==> src/rtl/traffic_phase_ctrl_pkg.sv <==
`default_nettype none
// ============================================================================
// Module   : traffic_pkg
// Brief    : Phase encoding, light triplet type and helpers for the N-way
//            intersection phase controller.
// Revision : 1.0
// ============================================================================
package traffic_pkg;

  typedef enum logic [2:0] {
    BRINGUP = 3'd0,
    GREEN   = 3'd1,
    YELLOW  = 3'd2,
    ALLRED  = 3'd3,
    FLASH   = 3'd4
  } phase_e;

  // Index 0 is the red lamp, so the literals read {red, yellow, green}.
  typedef logic [0:2] light_t;

  localparam light_t LT_OFF = 3'b000;
  localparam light_t LT_RED = 3'b100;
  localparam light_t LT_YEL = 3'b010;
  localparam light_t LT_GRN = 3'b001;

  function automatic int max2(input int a, input int b);
    return (a > b) ? a : b;
  endfunction

endpackage : traffic_pkg
`default_nettype wire

==> src/rtl/traffic_phase_ctrl_if.sv <==
`default_nettype none
// ============================================================================
// Module   : traffic_phase_ctrl_if
// Brief    : Request inputs and light/phase outputs of the phase controller.
// Revision : 1.0
// ============================================================================
interface traffic_phase_ctrl_if
  import traffic_pkg::*;
#(
  parameter int N_WAYS = 4
);
  localparam int AW_W = $clog2(N_WAYS);

  logic                  attention;
  logic [N_WAYS-1:0]     preset_adds;
  logic [N_WAYS-1:0]     force_reds;
  logic [N_WAYS-1:0]     preferentials;
  light_t [N_WAYS-1:0]   ltfs;
  phase_e                phase;
  logic [AW_W-1:0]       active_way;

  modport master (
    output attention, preset_adds, force_reds, preferentials,
    input  ltfs, phase, active_way
  );

  modport slave (
    input  attention, preset_adds, force_reds, preferentials,
    output ltfs, phase, active_way
  );

endinterface : traffic_phase_ctrl_if
`default_nettype wire

==> src/rtl/traffic_phase_ctrl_arbiter.sv <==
`default_nettype none
// ============================================================================
// Module   : next_way_arbiter
// Brief    : Combinational rotating-priority pick of the next green way.
// Revision : 1.0
// ============================================================================
module next_way_arbiter #(
  parameter int N_WAYS = 4,
  parameter int AW_W   = $clog2(N_WAYS)
) (
  input  logic [AW_W-1:0]   active_way,
  input  logic [N_WAYS-1:0] eligible,
  input  logic [N_WAYS-1:0] preferential,
  output logic [AW_W-1:0]   next_way,
  output logic              valid
);

  logic            w_pref_hit;
  logic            w_rr_hit;
  logic [AW_W-1:0] w_pref_way;
  logic [AW_W-1:0] w_rr_way;
  logic [AW_W-1:0] w_idx;

  // Offset N_WAYS wraps onto the current way; preference never re-picks it,
  // round-robin reaches it only when nothing else is eligible.
  always_comb begin
    w_pref_hit = 1'b0;
    w_rr_hit   = 1'b0;
    w_pref_way = '0;
    w_rr_way   = '0;
    w_idx      = '0;
    for (int d = 1; d <= N_WAYS; d++) begin
      w_idx = AW_W'((int'(active_way) + d) % N_WAYS);
      if (!w_pref_hit && (d < N_WAYS) && eligible[w_idx] && preferential[w_idx]) begin
        w_pref_hit = 1'b1;
        w_pref_way = w_idx;
      end
      if (!w_rr_hit && eligible[w_idx]) begin
        w_rr_hit = 1'b1;
        w_rr_way = w_idx;
      end
    end
  end

  assign next_way = w_pref_hit ? w_pref_way : w_rr_way;
  assign valid    = w_rr_hit;

endmodule : next_way_arbiter
`default_nettype wire

==> src/rtl/traffic_phase_ctrl.sv <==
`default_nettype none
// ============================================================================
// Module   : traffic_phase_ctrl
// Brief    : N-way intersection phase controller with staggered bring-up,
//            rotating priority, forced red, green extension and flash mode.
// Revision : 1.0
// ============================================================================
module traffic_phase_ctrl
  import traffic_pkg::*;
#(
  parameter int N_WAYS     = 4,
  parameter int T_STAGGER  = 7,
  parameter int T_GREEN    = 10,
  parameter int T_YELLOW   = 3,
  parameter int T_ALLRED   = 2,
  parameter int T_EXT      = 5,
  parameter int FLASH_HALF = 4
) (
  input  logic                 clk,
  input  logic                 rst_n,
  traffic_phase_ctrl_if.slave  bus
);

  localparam int c_AW    = $clog2(N_WAYS);
  localparam int c_BU_W  = $clog2(N_WAYS + 1);
  localparam int c_T_MAX = max2(max2(max2(T_STAGGER, T_GREEN + T_EXT),
                                     max2(T_YELLOW, T_ALLRED)), FLASH_HALF);
  localparam int c_CNT_W = $clog2(c_T_MAX + 1);

  localparam logic [c_CNT_W-1:0] c_CNT_MAX        = '1;
  localparam logic [c_CNT_W-1:0] c_STAGGER_LAST   = c_CNT_W'(T_STAGGER - 1);
  localparam logic [c_CNT_W-1:0] c_GREEN_LAST     = c_CNT_W'(T_GREEN - 1);
  localparam logic [c_CNT_W-1:0] c_GREEN_EXT_LAST = c_CNT_W'(T_GREEN + T_EXT - 1);
  localparam logic [c_CNT_W-1:0] c_YEL_LAST       = c_CNT_W'(T_YELLOW - 1);
  localparam logic [c_CNT_W-1:0] c_AR_LAST        = c_CNT_W'(T_ALLRED - 1);
  localparam logic [c_CNT_W-1:0] c_FH_LAST        = c_CNT_W'(FLASH_HALF - 1);
  localparam logic [c_BU_W-1:0]  c_BU_DONE        = c_BU_W'(N_WAYS);

  phase_e              r_phase,     w_phase_nxt;
  logic [c_CNT_W-1:0]  r_cnt,       w_cnt_nxt;
  logic [c_AW-1:0]     r_active,    w_active_nxt;
  logic                r_ext,       w_ext_nxt;
  logic                r_flash_off, w_flash_off_nxt;
  logic [c_BU_W-1:0]   r_bu_way,    w_bu_way_nxt;
  light_t [N_WAYS-1:0] r_ltfs,      w_ltfs_nxt;

  logic [c_CNT_W-1:0]  w_cnt_inc;
  logic                w_force_act;
  logic                w_ext_eff;
  logic                w_green_done;
  logic [c_AW-1:0]     w_arb_way;
  logic                w_arb_valid;

  next_way_arbiter #(
    .N_WAYS (N_WAYS),
    .AW_W   (c_AW)
  ) u_arbiter (
    .active_way   (r_active),
    .eligible     (~bus.force_reds),
    .preferential (bus.preferentials),
    .next_way     (w_arb_way),
    .valid        (w_arb_valid)
  );

  assign w_cnt_inc    = (r_cnt == c_CNT_MAX) ? r_cnt : r_cnt + 1'b1;
  assign w_force_act  = bus.force_reds[r_active];
  // A pulse sampled on the final green cycle must still stretch the green.
  assign w_ext_eff    = r_ext | bus.preset_adds[r_active];
  assign w_green_done = (r_cnt == (w_ext_eff ? c_GREEN_EXT_LAST : c_GREEN_LAST));

  always_ff @(posedge clk or negedge rst_n) begin
    if (!rst_n) begin
      r_phase     <= BRINGUP;
      r_cnt       <= '0;
      r_active    <= '0;
      r_ext       <= 1'b0;
      r_flash_off <= 1'b0;
      r_bu_way    <= '0;
      r_ltfs      <= '0;
    end else begin
      r_phase     <= w_phase_nxt;
      r_cnt       <= w_cnt_nxt;
      r_active    <= w_active_nxt;
      r_ext       <= w_ext_nxt;
      r_flash_off <= w_flash_off_nxt;
      r_bu_way    <= w_bu_way_nxt;
      r_ltfs      <= w_ltfs_nxt;
    end
  end

  always_comb begin
    w_phase_nxt     = r_phase;
    w_cnt_nxt       = w_cnt_inc;
    w_active_nxt    = r_active;
    w_ext_nxt       = r_ext;
    w_flash_off_nxt = r_flash_off;
    w_bu_way_nxt    = r_bu_way;

    unique case (r_phase)
      BRINGUP: begin
        // r_cnt paces the stagger; each zero crossing lights the next way.
        w_cnt_nxt = (r_cnt == c_STAGGER_LAST) ? '0 : w_cnt_inc;
        if (r_cnt == '0) begin
          if (r_bu_way == c_BU_DONE) begin
            w_phase_nxt  = GREEN;
            w_active_nxt = '0;
            w_cnt_nxt    = '0;
          end else begin
            w_bu_way_nxt = r_bu_way + 1'b1;
          end
        end
      end

      GREEN: begin
        if (bus.attention) begin
          w_phase_nxt     = FLASH;
          w_cnt_nxt       = '0;
          w_flash_off_nxt = 1'b0;
          w_ext_nxt       = 1'b0;
        end else if (w_force_act || w_green_done) begin
          w_phase_nxt = YELLOW;
          w_cnt_nxt   = '0;
          w_ext_nxt   = 1'b0;
        end else begin
          w_ext_nxt = w_ext_eff;
        end
      end

      YELLOW: begin
        if (bus.attention) begin
          w_phase_nxt     = FLASH;
          w_cnt_nxt       = '0;
          w_flash_off_nxt = 1'b0;
        end else if (r_cnt == c_YEL_LAST) begin
          w_phase_nxt = ALLRED;
          w_cnt_nxt   = '0;
        end
      end

      ALLRED: begin
        if (bus.attention) begin
          w_phase_nxt     = FLASH;
          w_cnt_nxt       = '0;
          w_flash_off_nxt = 1'b0;
        end else if ((r_cnt >= c_AR_LAST) && w_arb_valid) begin
          w_phase_nxt  = GREEN;
          w_active_nxt = w_arb_way;
          w_cnt_nxt    = '0;
        end
      end

      FLASH: begin
        if (!bus.attention) begin
          w_phase_nxt = ALLRED;
          w_cnt_nxt   = '0;
        end else if (r_cnt == c_FH_LAST) begin
          w_cnt_nxt       = '0;
          w_flash_off_nxt = ~r_flash_off;
        end
      end

      default: begin
        w_phase_nxt  = BRINGUP;
        w_cnt_nxt    = '0;
        w_bu_way_nxt = '0;
      end
    endcase
  end

  // Lights are decoded from the next state so the registered copy lines up
  // with the registered phase.
  always_comb begin
    w_ltfs_nxt = '0;
    for (int k = 0; k < N_WAYS; k++) begin
      unique case (w_phase_nxt)
        BRINGUP: w_ltfs_nxt[k] = (c_BU_W'(k) < w_bu_way_nxt) ? LT_RED : LT_OFF;
        GREEN:   w_ltfs_nxt[k] = (c_AW'(k) == w_active_nxt) ? LT_GRN : LT_RED;
        YELLOW:  w_ltfs_nxt[k] = (c_AW'(k) == w_active_nxt) ? LT_YEL : LT_RED;
        ALLRED:  w_ltfs_nxt[k] = LT_RED;
        FLASH:   w_ltfs_nxt[k] = w_flash_off_nxt ? LT_OFF : LT_YEL;
        default: w_ltfs_nxt[k] = LT_OFF;
      endcase
    end
  end

  assign bus.ltfs       = r_ltfs;
  assign bus.phase      = r_phase;
  assign bus.active_way = r_active;

endmodule : traffic_phase_ctrl
`default_nettype wire

==> src/flat_wrapper.sv <==
// flat-port wrapper written by rule: the top's interface ports become plain ports
module traffic_phase_ctrl_flat import traffic_pkg::*;
#(
  parameter int N_WAYS     = 4,
  parameter int T_STAGGER  = 7,
  parameter int T_GREEN    = 10,
  parameter int T_YELLOW   = 3,
  parameter int T_ALLRED   = 2,
  parameter int T_EXT      = 5,
  parameter int FLASH_HALF = 4
)
  (clk, rst_n, bus_attention, bus_preset_adds, bus_force_reds, bus_preferentials, bus_ltfs, bus_phase, bus_active_way);
  traffic_phase_ctrl_if #(.N_WAYS(N_WAYS)) bus_i ();
  input  logic clk;
  input  logic rst_n;
  input wire logic [$bits(bus_i.attention)-1:0] bus_attention;
  input wire logic [$bits(bus_i.preset_adds)-1:0] bus_preset_adds;
  input wire logic [$bits(bus_i.force_reds)-1:0] bus_force_reds;
  input wire logic [$bits(bus_i.preferentials)-1:0] bus_preferentials;
  output wire logic [$bits(bus_i.ltfs)-1:0] bus_ltfs;
  output wire logic [$bits(bus_i.phase)-1:0] bus_phase;
  output wire logic [$bits(bus_i.active_way)-1:0] bus_active_way;
  assign bus_i.attention = bus_attention;
  assign bus_i.preset_adds = bus_preset_adds;
  assign bus_i.force_reds = bus_force_reds;
  assign bus_i.preferentials = bus_preferentials;
  assign bus_ltfs = bus_i.ltfs;
  assign bus_phase = bus_i.phase;
  assign bus_active_way = bus_i.active_way;
  traffic_phase_ctrl #(.N_WAYS(N_WAYS), .T_STAGGER(T_STAGGER), .T_GREEN(T_GREEN), .T_YELLOW(T_YELLOW), .T_ALLRED(T_ALLRED), .T_EXT(T_EXT), .FLASH_HALF(FLASH_HALF)) u_core (.clk(clk), .rst_n(rst_n), .bus(bus_i));
endmodule
==> config.mk <==
export PLATFORM = sky130hd
export DESIGN_NAME = traffic_phase_ctrl_flat
export DESIGN_NICKNAME = d
export VERILOG_FILES = /design/src/rtl/traffic_phase_ctrl_pkg.sv /design/src/rtl/traffic_phase_ctrl_if.sv /design/src/rtl/traffic_phase_ctrl_arbiter.sv /design/src/rtl/traffic_phase_ctrl.sv /design/src/flat_wrapper.sv
export SDC_FILE = /design/constraint.sdc
export NUM_CORES = 1
export LEC_CHECK = 0
export CORE_ASPECT_RATIO = 1.75
export CORE_MARGIN = 2
export CORE_UTILIZATION = 57
export DETAILED_ROUTE_END_ITERATION = 16
export GPL_TIMING_DRIVEN = 0
export PLACE_DENSITY = 0.85
export SYNTH_ARGS = -nofsm -noshare
export SYNTH_HDL_FRONTEND = slang
export SYNTH_SLANG_ARGS = --single-unit
==> constraint.sdc <==
create_clock -name clk -period 3.8 [get_ports clk]
set_input_delay 0.76 -clock clk [delete_from_list [all_inputs] [get_ports clk]]
set_output_delay 0.76 -clock clk [all_outputs]
set_load 0.02 [all_outputs]
# == After elaboration in Yosys (flattened, before gate mapping) ==
# Cells that the tools add are included.
# word_totals
ff_bits,26
output_inout_bits,17
# op_classes
add_sub_neg,6
n_lt_le_gt_ge,10
n_eq_ne,17
muxes,88
bitwise,3
reduce_logical,21
# op_table
cell,count
$pmux 3 s5,5
$mux 3,24
$mux 4,12
$mux 2,13
$mux 1,21
$pmux 4 s5,1
$bmux 1 s2,9
$lt 2x3->1 const B,5
$eq 3x2->1 const B,4
$eq 3x3->1 const B,3
$logic_and 1x1->1,9
$eq 4x2->1 const B,2
$eq 3x1->1 const B,2
$logic_not 3->1,2
$lt 1x3->1 const A,2
$lt 2x3->1 const A,2
$pmux 3 s2,1
$logic_not 1->1,5
$add 2x1->2 const B,2
$add 2x2->2 const B,2
$add 4x1->4 const B,1
$eq 2x2->1 const A,2
$eq 4x3->1 const B,1
$eq 4x4->1,1
14 further kinds,14

# == Longest topological paths before layout ==
# logic_depth
depth_word,20
depth_mapped,9
mapped_depth_nobuf,9

# == Cells and area by module ==
# A second synthesis with hierarchy kept.
# unflattened
hier_cells,227
hier_area_um2,1921.8
# by_module_without_submodules
mod,n_inst,cells_per_inst,area_each_um2
traffic_phase_ctrl,1,184,1650.3
next_way_arbiter,1,43,271.5

# == Least setup slack after synthesis ==
# No wires, ideal clock.
# synth_path
path_type,input-to-reg
start,input port bus_force_reds[3]
end,register u_core.r_ltfs (netlist bit u_core.bus.ltfs[5])
setup_ns,0.140
arrival_time_ns,2.342
required_ns,3.660
setup_slack_ns,1.318
stages,8
path_buffers,1
path_cell_list,buf_2 > mux2_4 > a2111oi_4 > o221ai_2 > a21oi_4 > mux2i_4 > nor2b_1 > o221ai_1
# synth_lines
element,line,text
"start, declared",flat_wrapper.sv:18,input wire logic [$bits(bus_i.force_reds)-1:0] bus_force_reds;
"end signal, assigned",traffic_phase_ctrl.sv:87,r_ltfs <= w_ltfs_nxt;
"end, declared",traffic_phase_ctrl.sv:45,"light_t [N_WAYS-1:0] r_ltfs, w_ltfs_nxt;"

==> Flow_metrics.wiki <==
{| class="wikitable"
! Metric !! Value
|-
| Multi-input gate area in the final layout || between 1000 and 1500 um^2
|-
| Cells after synthesis || 219
|-
| Post-synthesis sequential area ratio || 34.1%
|-
| Routability congestion estimate from global placement || about 0.83
|-
| Fin crit share || 78.3%
|-
| Final Hold Violating Endpoints || 0
|-
| Worst path slowest cell || sky130_fd_sc_hd__clkdlybuf4s50_1
|-
| Chip Width || 47.7 um
|-
| Post-DP HPWL || 3310 um
|-
| Setup TNS || 0 ps
|-
| Post-Syn Nets || 240
|-
| WL/cell || approximately 14 um
|-
| Number of optimization iterations in the first detailed-route pass || 4
|-
| Slew HR || between 20% and 30%
|-
| Average instance area after synthesis || 8.71 um^2
|-
| Vias in the first global route || 1,646
|-
| Number of buffers and inverters on the critical path || 1
|-
| Worst Tran Pin Value || 1110 ps
|-
| Most common cell after layout, fill and taps aside || sky130_fd_sc_hd__clkdlybuf4s50_1
|-
| Highest achievable clock rate || approximately 340 MHz
|-
| Max clock buf depth || 2
|-
| Number of DRC violations after detailed routing || 0
|-
| Sort of element at the end of the critical path || flop
|-
| TritonCTS clock tree || built
|-
| Start-to-end type of the worst setup path || input port to flop
|-
| Starting density of the core || 60.0%
|-
| Wire length of the first global-routing pass || ~6700 um
|-
| Antenna Nets Post-Route || 0
|-
| Clock skew || between 6 and 7 ps
|-
| Inserted Clock Buffers || 3
|-
| Warnings, synthesis || 0
|-
| Post-layout utilization of the core || between 70 and 80%
|-
| Chip height || 80.5 um
|-
| Cell area after technology mapping || roughly 1900 um^2
|-
| Number of antenna cells inserted || 0
|-
| Power density cells || 785 nW/um^2
|-
| Area inside the core boundary || 3180 um^2
|-
| Largest fanout of any net on the critical path || 9
|-
| Element type at the critical path start || input port
|-
| Number of pins exceeding their max-slew limit in the final report || 0
|-
| Share of final-layout standard cells stronger than drive strength 1 || 9.96%
|-
| Hold Buf Count CTS || 0
|-
| H-Tree Depth || 1
|-
| P_leak || a little under 1 nW
|-
| Max rail drop VDD || 0.000531 V
|-
| Clock latency reported for the late side of the worst-skew pair || 270 ps
|-
| First DRT Iteration DRCs || 52
|-
| Status || finished clean
|-
| Fillers || approximately 280
|-
| Number of I/O port buffers || 29
|-
| Dominant synthesized flop cell || sky130_fd_sc_hd__dfrtp_1
|-
| Crit path arrival time || 3110 ps
|-
| Pin count of the biggest net entering global routing || 27
|-
| Root cell of the clock tree || sky130_fd_sc_hd__clkbuf_8
|-
| Number of flops mapped to enable cells by yosys || 0
|-
| Top Family by Delay on Critical Path || compound AO/OA/AOI/OAI gates
|-
| Data required time of the worst path || 3930 ps
|-
| Setup Fix Bufs, Post-CTS || 0
|-
| Detailed Route WL || 4250 um
|-
| Overall track demand over capacity in global routing || 23.8%
|-
| Total number of nets in the final design || ~270
|-
| Unrepaired setup endpoints after global routing || no
|-
| Post-layout minimum cycle time || 2970 ps
|-
| Distinct cell type count of the synthesized netlist || between 50 and 60
|-
| Clock slew at the register clock pins of the worst setup and hold paths || 80 ps
|-
| Setup violators final || 0
|-
| Number of vias per cell after detailed routing || between 5 and 6
|-
| Type of the most critical hold path || flop to flop
|-
| Biggest cell delay along the critical path || 640 ps
|-
| Top-level port count || 32
|-
| Clock sinks || 26
|-
| Row count || 27
|-
| Async set-or-reset flop fraction in the synthesized netlist || 100%
|-
| Post-cts gate resize count || 0
|-
| Initial antenna violation count || 0
|-
| Vias after detailed routing || 1,736
|-
| Area Growth Syn to Fin || 20.2%
|-
| Total congestion overflow || 0
|-
| Synth Register Bits || 26
|-
| Crit path cell chain || clkdlybuf4s50_1 -> and2b_1 -> a2111oi_4 -> o221ai_2 -> a21oi_4 -> mux2i_4 -> nor2b_1 -> o221ai_1
|-
| FF/Latch Area || 651 um^2
|-
| Die area || 3840 um^2
|-
| Top library cells by usage in the layout, fill and taps aside || sky130_fd_sc_hd__clkdlybuf4s50_1 (29), sky130_fd_sc_hd__dfrtp_1 (26), sky130_fd_sc_hd__nand2_1 (21)
|-
| Maximum capacitance violations || 0
|}
## sequential cells by signal (all words and copies together), names as in the netlist
name,flops
u_core.bus.active_way,2
u_core.bus.ltfs,12
u_core.r_flash_off,1
u_core.r_bu_way,3
u_core.r_ext,1
u_core.r_cnt,4
u_core.bus.phase,3
## Yosys cell counts (2+ instances only)
library cell	number	area [um^2]
sky130_fd_sc_hd__a211oi_1	2	15.0
sky130_fd_sc_hd__a21o_1	3	22.5
sky130_fd_sc_hd__a21oi_1	5	25.0
sky130_fd_sc_hd__a31o_2	2	17.5
sky130_fd_sc_hd__a31oi_1	6	37.5
sky130_fd_sc_hd__and2_1	3	18.8
sky130_fd_sc_hd__and2b_1	2	15.0
sky130_fd_sc_hd__and3_1	4	25.0
sky130_fd_sc_hd__buf_2	7	35.0
sky130_fd_sc_hd__clkbuf_1	5	18.8
sky130_fd_sc_hd__dfrtp_1	26	651
sky130_fd_sc_hd__ha_1	6	75.1
sky130_fd_sc_hd__inv_1	12	45.0
sky130_fd_sc_hd__mux2i_1	3	30.0
sky130_fd_sc_hd__nand2_1	21	78.8
sky130_fd_sc_hd__nand2b_1	11	68.8
sky130_fd_sc_hd__nand3_1	9	45.0
sky130_fd_sc_hd__nand3b_1	2	15.0
sky130_fd_sc_hd__nand4_1	2	12.5
sky130_fd_sc_hd__nor2_1	18	67.6
sky130_fd_sc_hd__nor2b_1	6	37.5
sky130_fd_sc_hd__nor3_1	8	40.0
sky130_fd_sc_hd__nor4_1	2	12.5
sky130_fd_sc_hd__o211ai_1	2	15.0
sky130_fd_sc_hd__o21ai_0	9	45.0
sky130_fd_sc_hd__o21ai_1	2	10.0
sky130_fd_sc_hd__o21bai_1	2	15.0
sky130_fd_sc_hd__o221ai_1	5	43.8
sky130_fd_sc_hd__o2bb2ai_1	2	17.5
sky130_fd_sc_hd__or2_2	2	12.5
sky130_fd_sc_hd__or3_1	2	12.5
## final timing paths
check / startpoint / endpoint / slack [ps] / depth (start not counted)
worst max-delay path: bus_force_reds[0] / u_core.bus.ltfs[5] / 830 / 8
worst min register to register: u_core.r_ext / u_core.r_ext / 540 / 1
max in group asynchronous: rst_n / u_core.bus.ltfs[6] / 2040 / 1
min in group asynchronous: rst_n / u_core.bus.ltfs[0] / 1090 / 1
worst min-delay path: u_core.r_ext / u_core.r_ext / 540 / 1
worst max register to register: u_core.r_cnt[0] / u_core.bus.ltfs[11] / 1280 / 9
## per-stage QoR
step	total power [mW]	instance area (um^2)	hold WS, ps	std cells	setup WS, ps
6_report	1.80	2290	542	294	825
5_1_grt	1.94	2290	570	294	752
4_1_cts	1.81	2290	541	294	824
3_5_place_dp	1.66	2250	520	291	560
3_3_place_gp	1.64	2250	509	291	576
2_1_floorplan	1.32	1910	464	219	1320
## layer usage
layer | GRT usage (%) | up-vias | routed length, um
li1 | - | 862 | -
met1 | 23.9 | 838 | 1580
met2 | 45.5 | 27 | 2440
met3 | 3.37 | 9 | 157
met4 | 7.84 | 0 | 63
met5 | 0 | - | 0
## report_power, final
group	switching [mW]	internal [mW]	total (mW)
registers	0.0669	0.393	0.460
clock network	0.0766	0.0709	0.147
logic	0.688	0.503	1.19
## cells by family (layout without fill, tap and decap cells)
logic type | count (synthesis) | after routing | share of synthesized area, %
xor gates and xnor gates | 1 | 1 | 0.459
and+or+nand+nor | 99 | 99 | 27.2
DFF | 26 | 26 | 34.1
buffers and inverters | 25 | 57 | 5.77
muxes | 7 | 7 | 5.31
AOI/OAI and AO/OA | 55 | 55 | 23.2
adders and majority gates | 6 | 6 | 3.94
## area by class of cell
| type | count | share of cell area [%] |
|---|---|---|
| multi-input cells | 168 | 50.0 |
| repair buffers | 29 | 12.7 |
| clock buffers | 3 | 1.80 |
| flip-flops and latches | 26 | 28.4 |
| well taps | 43 | 2.35 |
| inverters | 12 | 1.97 |
| plain buffers | 13 | 2.84 |
(Power assumes the default switching activity.)
